===== src/rtl/input_stage_pkg.sv =====
// Shared types and sizing helpers for the switch input stage.
package input_stage_pkg;

  localparam int SW_W_DEFAULT = 16;

  typedef enum logic [1:0] {
    IDLE,
    ARMED,
    CAPTURE,
    WAIT_RELEASE
  } stateT;

  // Wide enough to hold DEBOUNCE_CYCLES itself so a counter can saturate at it.
  function automatic int counterWidth(input int cycles);
    return (cycles < 2) ? 1 : $clog2(cycles + 1);
  endfunction

endpackage


===== src/rtl/debounce_filter.sv =====
// Two-flop synchroniser and debounce counter for one active-low push button.
module debounce_filter
  import input_stage_pkg::*;
#(
  parameter int DEBOUNCE_CYCLES = 50000
) (
  input  logic Clock,
  input  logic Reset,
  input  logic RawN,
  output logic Level
);

  localparam int CNT_W = counterWidth(DEBOUNCE_CYCLES);
  localparam logic [CNT_W-1:0] LAST_COUNT = CNT_W'(DEBOUNCE_CYCLES - 1);

  logic syncMeta;
  logic syncStable;
  logic pressed;
  logic [CNT_W-1:0] count;

  // Synchroniser idles at 1 so a released button is seen straight out of reset.
  always_ff @(posedge Clock or posedge Reset) begin
    if (Reset) begin
      syncMeta   <= 1'b1;
      syncStable <= 1'b1;
    end else begin
      syncMeta   <= RawN;
      syncStable <= syncMeta;
    end
  end

  assign pressed = ~syncStable;

  // Level only flips after the synced input has disagreed with it for the full window.
  always_ff @(posedge Clock or posedge Reset) begin
    if (Reset) begin
      count <= '0;
      Level <= 1'b0;
    end else if (pressed == Level) begin
      count <= '0;
    end else if (count == LAST_COUNT) begin
      count <= '0;
      Level <= ~Level;
    end else begin
      count <= count + 1'b1;
    end
  end

endmodule


===== src/rtl/switch_input_stage.sv =====
// IN-instruction input stage: synchronised switches, debounced button, capture handshake.
// Optional macro SW_STABLE_EN: capture also waits for the switch word to settle.
module switch_input_stage
  import input_stage_pkg::*;
#(
  parameter int DEBOUNCE_CYCLES = 50000,
  parameter int SW_W            = SW_W_DEFAULT
) (
  input  logic            Clock,
  input  logic            Reset,
  input  logic            ButtonRaw,
  input  logic [SW_W-1:0] SwitchesRaw,
  input  logic            InRequest,
  output logic [SW_W-1:0] SwitchData,
  output logic            DataValid,
  output logic            Waiting,
  output logic            ButtonLevel
);

  stateT state;
  stateT nextState;

  logic [SW_W-1:0] swMeta;
  logic [SW_W-1:0] swSync;
  logic            levelQ;
  logic            pressEvent;
  logic            pressReady;
  logic            settled;
  logic            captureNow;

  debounce_filter #(
    .DEBOUNCE_CYCLES(DEBOUNCE_CYCLES)
  ) buttonFilter (
    .Clock (Clock),
    .Reset (Reset),
    .RawN  (ButtonRaw),
    .Level (ButtonLevel)
  );

  always_ff @(posedge Clock or posedge Reset) begin
    if (Reset) begin
      swMeta <= '0;
      swSync <= '0;
      levelQ <= 1'b0;
    end else begin
      swMeta <= SwitchesRaw;
      swSync <= swMeta;
      levelQ <= ButtonLevel;
    end
  end

  assign pressEvent = ButtonLevel & ~levelQ;

`ifdef SW_STABLE_EN
  localparam int CNT_W = counterWidth(DEBOUNCE_CYCLES);
  localparam logic [CNT_W-1:0] STABLE_MAX = CNT_W'(DEBOUNCE_CYCLES);

  logic [CNT_W-1:0] stableCount;
  logic             pressSeen;

  // Restarts on the edge the synced word changes, then saturates once settled.
  always_ff @(posedge Clock or posedge Reset) begin
    if (Reset) begin
      stableCount <= '0;
    end else if (swMeta != swSync) begin
      stableCount <= '0;
    end else if (stableCount != STABLE_MAX) begin
      stableCount <= stableCount + 1'b1;
    end
  end

  always_ff @(posedge Clock or posedge Reset) begin
    if (Reset) begin
      pressSeen <= 1'b0;
    end else if (state == ARMED && InRequest) begin
      pressSeen <= pressSeen | pressEvent;
    end else begin
      pressSeen <= 1'b0;
    end
  end

  assign pressReady = pressSeen | pressEvent;
  assign settled    = (stableCount == STABLE_MAX);
`else
  assign pressReady = pressEvent;
  assign settled    = 1'b1;
`endif

  always_ff @(posedge Clock or posedge Reset) begin
    if (Reset) begin
      state <= IDLE;
    end else begin
      state <= nextState;
    end
  end

  // Cancel wins over a same-cycle press; only a fresh press edge while armed captures.
  always_comb begin
    nextState  = state;
    captureNow = 1'b0;
    Waiting    = 1'b0;
    DataValid  = 1'b0;
    case (state)
      IDLE: begin
        if (InRequest) nextState = ARMED;
      end
      ARMED: begin
        Waiting = 1'b1;
        if (!InRequest) begin
          nextState = IDLE;
        end else if (pressReady && settled) begin
          nextState  = CAPTURE;
          captureNow = 1'b1;
        end
      end
      CAPTURE: begin
        DataValid = 1'b1;
        nextState = WAIT_RELEASE;
      end
      WAIT_RELEASE: begin
        if (!ButtonLevel && !InRequest) nextState = IDLE;
      end
      default: nextState = IDLE;
    endcase
  end

  always_ff @(posedge Clock or posedge Reset) begin
    if (Reset) begin
      SwitchData <= '0;
    end else if (captureNow) begin
      SwitchData <= swSync;
    end
  end

endmodule

===== config.mk =====
export PLATFORM = sky130hd
export DESIGN_NAME = switch_input_stage
export DESIGN_NICKNAME = d
export VERILOG_FILES = /design/src/rtl/input_stage_pkg.sv /design/src/rtl/debounce_filter.sv /design/src/rtl/switch_input_stage.sv
export SDC_FILE = /design/constraint.sdc
export NUM_CORES = 1
export LEC_CHECK = 0
export CAP_MARGIN = 25
export CORE_UTILIZATION = 59
export CTS_BUF_LIST = sky130_fd_sc_hd__clkbuf_4 sky130_fd_sc_hd__clkbuf_8
export DETAILED_ROUTE_END_ITERATION = 7
export GPL_TIMING_DRIVEN = 1
export PLACE_DENSITY = 0.84
export SLEW_MARGIN = 20
export SYNTH_ARGS = -nofsm -noshare
export SYNTH_HDL_FRONTEND = slang
export SYNTH_SLANG_ARGS = --single-unit

===== constraint.sdc =====
create_clock -name Clock -period 5.7 [get_ports Clock]
set_clock_uncertainty 0.2 [all_clocks]
set_input_delay 0.855 -clock Clock [delete_from_list [all_inputs] [get_ports Clock]]
set_output_delay 0.855 -clock Clock [all_outputs]
set_load 0.02 [all_outputs]

==> results of run 1 <==
synthesized netlist by cell type, drive strengths merged:
| master | count |
|---|---|
| inv | 5 |
| nor4 | 2 |
| xnor2 | 12 |
| or4 | 1 |
| mux2 | 16 |
| and4b | 1 |
| nor2 | 18 |
| buf | 1 |
| and3 | 2 |
| o21ai | 4 |
| nor2b | 2 |
| dfrtp | 68 |
| nand2 | 6 |
| or3 | 2 |
| clkbuf | 1 |
| o31ai | 1 |
| xor2 | 2 |
| nor4b | 2 |
| nor3 | 5 |
| a21oi | 3 |
| nand3 | 6 |
| ha | 1 |
| nand4 | 5 |
| dfstp | 2 |
layer usage:
layer  GRT usage, %  wire, um  vias up
met5              0         0        -
met4          11.70        98        0
met3          7.069       179       13
met2          36.48      2016       40
met1          28.19      1796      706
li1               -         -      662
through the flow:
stage	total power, W	hold WS, ns	std cells	instance area (sq um)	setup WS, ns
detailed placement	0.0005586	0.1347	253	2854	2.568
global placement	0.0005559	0.1318	253	2854	2.757
global route	0.0009261	0.1556	269	3029	2.840
finish	0.0008877	0.1481	269	3029	2.936
floorplan	0.0005382	0.1312	168	2415	2.880
CTS	0.0009040	0.1499	269	3029	2.921
state kept, by name, indices dropped and copies added, names as in the netlist, named ones only:
register and cells:
buttonFilter.count 16, state 1, buttonFilter.syncMeta 1, swSync 16, swMeta 16, buttonFilter.syncStable 1, levelQ 1, buttonFilter.Level 1
SwitchData 16
power groups by stage:
stage / registers, W / clock network (W) / logic, W
5_1_grt: 0.000518 / 0.000372 / 0.0000358
3_5_place_dp: 0.000526 / 0 / 0.0000323
3_3_place_gp: 0.000525 / 0 / 0.0000307
4_1_cts: 0.000517 / 0.000354 / 0.0000326
2_1_floorplan: 0.000525 / 0 / 0.0000137
6_report: 0.000517 / 0.000339 / 0.0000316
cell type report:
cell class              instances  area [sq um]
well taps                      48         60.06
inverters                       5         18.77
multi-input cells              91         633.1
fillers                       220         769.5
clock inverters                 4         22.52
repair buffers                 39         387.9
clock buffers                  12         152.6
flip-flops and latches         70          1754
worst max path at each step:
| stage | start | end | slack, ns |
|---|---|---|---|
| 2_1_floorplan | Reset | SwitchData[0] | 2.88 |
| 3_3_place_gp | InRequest | SwitchData[4] | 2.76 |
| 3_5_place_dp | InRequest | SwitchData[1] | 2.57 |
| 4_1_cts | InRequest | SwitchData[14] | 2.92 |
| 5_1_grt | InRequest | SwitchData[14] | 2.84 |
| 6_report | InRequest | SwitchData[3] | 2.94 |
cells by family after synthesis:
logic type,Yosys count
flops,70
mux,16
fa+ha+maj,1
simple gates,52
xor+xnor,14
compound gates,8
buf+inv,7
worst reg2reg max path, cell delays in order (launching register included):
cell	delay, ns
dfrtp_1	0.40
inv_1	0.07
nor2_1	0.17
nand3_1	0.61
mux2_1	0.57
==> impl_results.md, run 1 <==
- Vias per cell: ~5.3
- Main area contributors after synthesis: dfrtp_1, mux2_1, xnor2_1
- Ports: 39
- Layout cells sized above 1: roughly an eighth
- Antenna violations before repair: 0
- DP Wirelength: about 2800 um
- Fin util: 79.74%
- Synth Area in Adders: 0.5181%
- Least-Margin Pin Slew: roughly 0.81 ns
- Largest net degree at the start of global routing: between 70 and 80
- Clock root buffer: clkbuf_8
- Post-layout min period: ~2.8 ns
- Port buffer count: 38
- Clk buf depth: 2
- Slowest cell on crit path: nand3_1
- Synth area leader: dfrtp_1
- Sequential Power Share: between 50% and 60%
- GR Util All Layers: between 20% and 30%
- Crit-path max FO: 16
- Slowest stage delay, CP: between 0.6 and 0.7 ns
- Iteration-0 DRC Markers: 81
- Global route total overflow: 0
- HP Start: swMeta[3]
- Unrepaired setup endpoints after global routing: no
- Commonest non-fill, non-tap cells in the layout: dfrtp_1, clkdlybuf4s50_1, nor2_1
- Final #Nets: ~240
- Critical path data required time: around 5.7 ns
- Die ar.: 0.004353 sq mm
- Reg2reg path depth: 4
- Clock Pin Slew Worst Setup and Hold Paths: around 0.06 ns
- Crit path kind: in2reg
- Sw frac: between 20% and 30%
- Area delta synth->final: 25.44%
- Outcome: completed
- CTS tree: done
- Post-CTS resize count: 0
- Internal Power: about 0.00070 W
- Die Span Y: around 66 um
- Post-synth top area share: 70.47%
- Hold Vio Cnt, Final: 0
- Post-CTS setup buffer count: 0
- Hold path cells: 0
- Flops & latches, synth: 70
- # setup viols final: 0
- Routability cong.: 0.9411
- CP endpoint kind: flop
- TritonRoute pass-1 iters: 4
- Largest family of logic cells by synthesized area: simple AND/OR/NAND/NOR gates
- Synth Warn #: 0
- TNS Setup: 0 ns
- Family with the most delay on the worst path: simple AND/OR/NAND/NOR gates
- Net switching power: approximately 0.00018 W
- Crit path depth: 4
- Setup crit start kind: input port
- Final wirelength: 4090 um
- First-pass GRT wire length: 6886 um
- Cell variety after synth: 28
- Pwr Density: approximately 290 mW/mm^2
- Routed length per instance: 15.20 um
- Tcrit/Tclk final: 48.50%
- Worst EP arrival: roughly 2.8 ns
- Avg Cell Area, Syn: between 10 and 15 sq um
- N_diodes: 0
- Worst R2R End: SwitchData[3]
- Commonest non-fill, non-tap cell in the layout: dfrtp_1
- FF-to-FF setup slack: roughly 3.6 ns
- Row count: 22
- Mux share of post-synthesis cell area: between 7 and 8%
- Max Cap Viol: 0
- Max VDD drop: approximately 0.23 mV
- Synth Net Count: around 190
- Total leakage power: 1.357 nW
- Post-Synthesis Cells: 168
- Worst r2r src: state[0]
- CTS sink cnt: 70
- Starting Density: 63.57%
- Hold EP: swSync[3]
- Die W: between 60 and 70 um
- Fmax: about 360 MHz
- Drt drc: 0
- H-tree depth: 3
- Hold Buf Count CTS: 0
- Worst path bufs/invs: 1
- Sequential share of the synthesized area: between 70% and 80%
- Gate power share: 3.6%
- Clock power share: between 30% and 40%
- Synth Area in Simple Gates: 11.40%
- Worst slew margin: a little under half
- HP Class: reg2reg
- Critical-path cell list: clkdlybuf4s50_1, nor2b_1, nand3_1, mux2_1
- Final Max Slew Viols: 0
- Vias post-DR: between 1000 and 1500
- Synthesized area: 0.002415 sq mm
- Worst skew pair latency: 0.33 ns
- Vias in the first global route: about 1500
- Final ANT Viol Nets: 0
- TritonCTS buffer count: 9
- Xor/xnor cell area share of the yosys netlist: under 10%
- Std-Cell Core Area: 0.003799 sq mm
- Compound-cell area share of the yosys netlist: under 10%
(Power assumes the default switching activity.)
==> inputs of run 2 (changes only) <==
--- a/config.mk
+++ b/config.mk
@@ -6,11 +6,11 @@
 export NUM_CORES = 1
 export LEC_CHECK = 0
 export CAP_MARGIN = 25
-export CORE_UTILIZATION = 59
+export CORE_UTILIZATION = 49
 export CTS_BUF_LIST = sky130_fd_sc_hd__clkbuf_4 sky130_fd_sc_hd__clkbuf_8
 export DETAILED_ROUTE_END_ITERATION = 7
 export GPL_TIMING_DRIVEN = 1
-export PLACE_DENSITY = 0.84
+export PLACE_DENSITY = 0.74
 export SLEW_MARGIN = 20
 export SYNTH_ARGS = -nofsm -noshare
 export SYNTH_HDL_FRONTEND = slang
==> constraint.sdc (replaced) <==
create_clock -name Clock -period 2.3 [get_ports Clock]
set_clock_uncertainty 0.2 [all_clocks]
set_input_delay 0.345 -clock Clock [delete_from_list [all_inputs] [get_ports Clock]]
set_output_delay 0.345 -clock Clock [all_outputs]
set_load 0.02 [all_outputs]
==> run 2 against run 1 <==
Count of clock-buffer cells in the layout fell by 1; die area rose by 20%; register-to-register slack worse by 3.2 ns; setup slack worse by 2.7 ns; hold slack worse by 0.00059 ns; total power grew to 2.8 times the previous value; first-iteration DRC count fell by 38%; combinational power rose to 2.6 times the previous value; critical path depth fell by 1; flip-flop and latch count stayed put.
==> impl_results.md, run 2 (synthesized netlist as in run 1, its figures left out) <==
- Fmax: between 400 and 500 MHz
- H-tree depth: 3 (unchanged)
- Total leakage power: 1.382 nW (+1.8%)
- GR Util All Layers: 18.42% (-4.5 points)
- Tcrit/Tclk final: approximately 90%
- Starting Density: 51.13% (-12 points)
- Vias in the first global route: 1474 (-2.1%)
- Pwr Density: 788.3 mW/mm^2 (+170%)
- Post-CTS setup buffer count: 0 (unchanged)
- Commonest non-fill, non-tap cell in the layout: dfrtp_1
- Outcome: completed
- Row count: 25 (+14%)
- TritonCTS buffer count: 9 (unchanged)
- CP endpoint kind: output port
- Worst R2R End: buttonFilter.count[15]
- Clk buf depth: 2 (unchanged)
- Hold Buf Count CTS: 0 (unchanged)
- Crit path kind: reg2out
- HP Start: swMeta[10]
- TNS Setup: 0 ns (unchanged)
- GR Layer Usage met3: 5.139% (-1.9 points)
- Iteration-0 DRC Markers: 50 (-38%)
- Routability cong.: 0.8634 (-8.3%)
- Vias per cell: 4.910 (-7.1%)
- Least-Margin Pin Slew: 0.3701 ns (-0.4423 ns)
- CTS tree: done
- Final #Nets: 238 (+0.42%)
- CTS sink cnt: 70 (unchanged)
- Unrepaired setup endpoints after global routing: no
- Layout Cells excl Fill: 289 (+7.4%)
- Final wirelength: 4119 um (+0.71%)
- N_diodes: 0 (unchanged)
- Worst r2r src: buttonFilter.count[5]
- Commonest non-fill, non-tap cells in the layout: dfrtp_1, clkdlybuf4s50_1, nor2_1
- DP Wirelength: 2735 um (-1.1%)
- Die ar.: 0.005213 sq mm (+20%)
- Reg2reg path depth: 4 (unchanged)
- Pre-CTS setup slack: 0.2450 ns (-2.323 ns)
- Global route total overflow: 0 (unchanged)
- Met1 Use GR: 21.74% (-6.4 points)
- Hold Vio Cnt, Final: 0 (unchanged)
- Top Usage Layer GRT: met2
- Fillers: 345 (+57%)
- Setup crit start kind: flop
- Worst skew pair latency: 0.34 ns (about the same)
- TritonRoute pass-1 iters: 4 (unchanged)
- Final ANT Viol Nets: 0 (unchanged)
- Worst EP arrival: 1.53 ns (-1.24 ns)
- Clock root buffer: clkbuf_8
- Area delta synth->final: 29.53%
- Met2 Track Usage GR: 29.80% (-6.7 points)
- Post-layout min period: between 2 and 2.5 ns
- Die W: 72.20 um (+9.4%)
- Antenna violations before repair: 0 (unchanged)
- Routed length per instance: 14.25 um (-6.3%)
- Worst slew margin: 74.98% (+29 points)
- Port buffer count: 38 (unchanged)
- Layout cells sized above 1: 13.51% (+0.39 points)
- Max Cap Viol: 0 (unchanged)
- Max VDD drop: 0.5001 mV (+120%)
- Final Max Slew Viols: 0 (unchanged)
- Dpl cells: 273 (+7.9%)
- FF-to-FF setup slack: 0.37 ns (-3.19 ns)
- First-pass GRT wire length: 6913 um (+0.39%)
- Post-CTS resize count: 0 (unchanged)
- # setup viols final: 0 (unchanged)
- Final hold slack: 0.1475 ns (-0.0005940 ns)
- Vias post-DR: 1419 (-0.14%)
- Final worst setup slack: 0.2226 ns (-2.713 ns)
- Die Span Y: 72.20 um (+9.4%)
- Drt drc: 0 (unchanged)
- Crit-path max FO: 4 (-12)
- Ports: 39 (unchanged)
- Critical path data required time: 1.75 ns (-3.96 ns)
- Hold EP: swSync[10]
- Hold path cells: 0 (unchanged)
- Largest net degree at the start of global routing: 71 (unchanged)
- Clock Pin Slew Worst Setup and Hold Paths: 0.07 ns (about the same)
- HP Class: reg2reg
- Std-Cell Core Area: 0.004723 sq mm (+24%)
run 2: changes by cell type in the layout (fill, tap and decap cells not counted), sizes merged:
cell,delta
buf,+1
bufinv,+2
clkbuf,-1
clkinv,-2
clkinvlp,+1
run 2: layout make-up:
| class | count | area (sq um) | share of cell area [%] |
|---|---|---|---|
| timing repair buffer | 40 | 407.9 | 13.04 |
| inverter | 5 | 22.52 | 0.7200 |
| sequential | 70 | 1754 | 56.08 |
| clock inverter | 5 | 81.33 | 2.600 |
| tap | 67 | 83.83 | 2.680 |
| multi-input combinational | 91 | 633.1 | 20.24 |
| clock buffer | 11 | 145.1 | 4.640 |
run 2: through the flow:
stage	utilization, %	cell area [sq um]	power, W
3_5_place_dp	61.43	2902	0.001389
3_3_place_gp	61.43	2902	0.001383
6_report	66.23	3128	0.002466
2_1_floorplan	-	2419	0.001334
4_1_cts	66.23	3128	0.002497
5_1_grt	66.23	3128	0.002557
run 2: worst max path at each step:
stage / start / endpoint
2_1_floorplan: state[0] / SwitchData[0]
3_3_place_gp: InRequest / SwitchData[2]
3_5_place_dp: InRequest / SwitchData[13]
4_1_cts: state[0] / Waiting
5_1_grt: state[0] / Waiting
6_report: state[0] / Waiting
run 2: critical path, stage by stage (launching register included):
cell and delay [ns]:
dfrtp_1 0.38, inv_1 0.06, nor2_1 0.13, clkdlybuf4s50_1 0.62
run 2: where the power goes:
part	switching [W]	leakage, nW	internal (W)
clock	0.000448	0.113	0.000654
sequential	0.0000138	0.893	0.00127
combinational	0.0000413	0.376	0.0000410
run 2: layer usage:
layer,part of all wire (%),up-vias
met2,52,25
met1,42,721
li1,-,664
met3,3.3,9
met4,2.2,0
met5,0,-
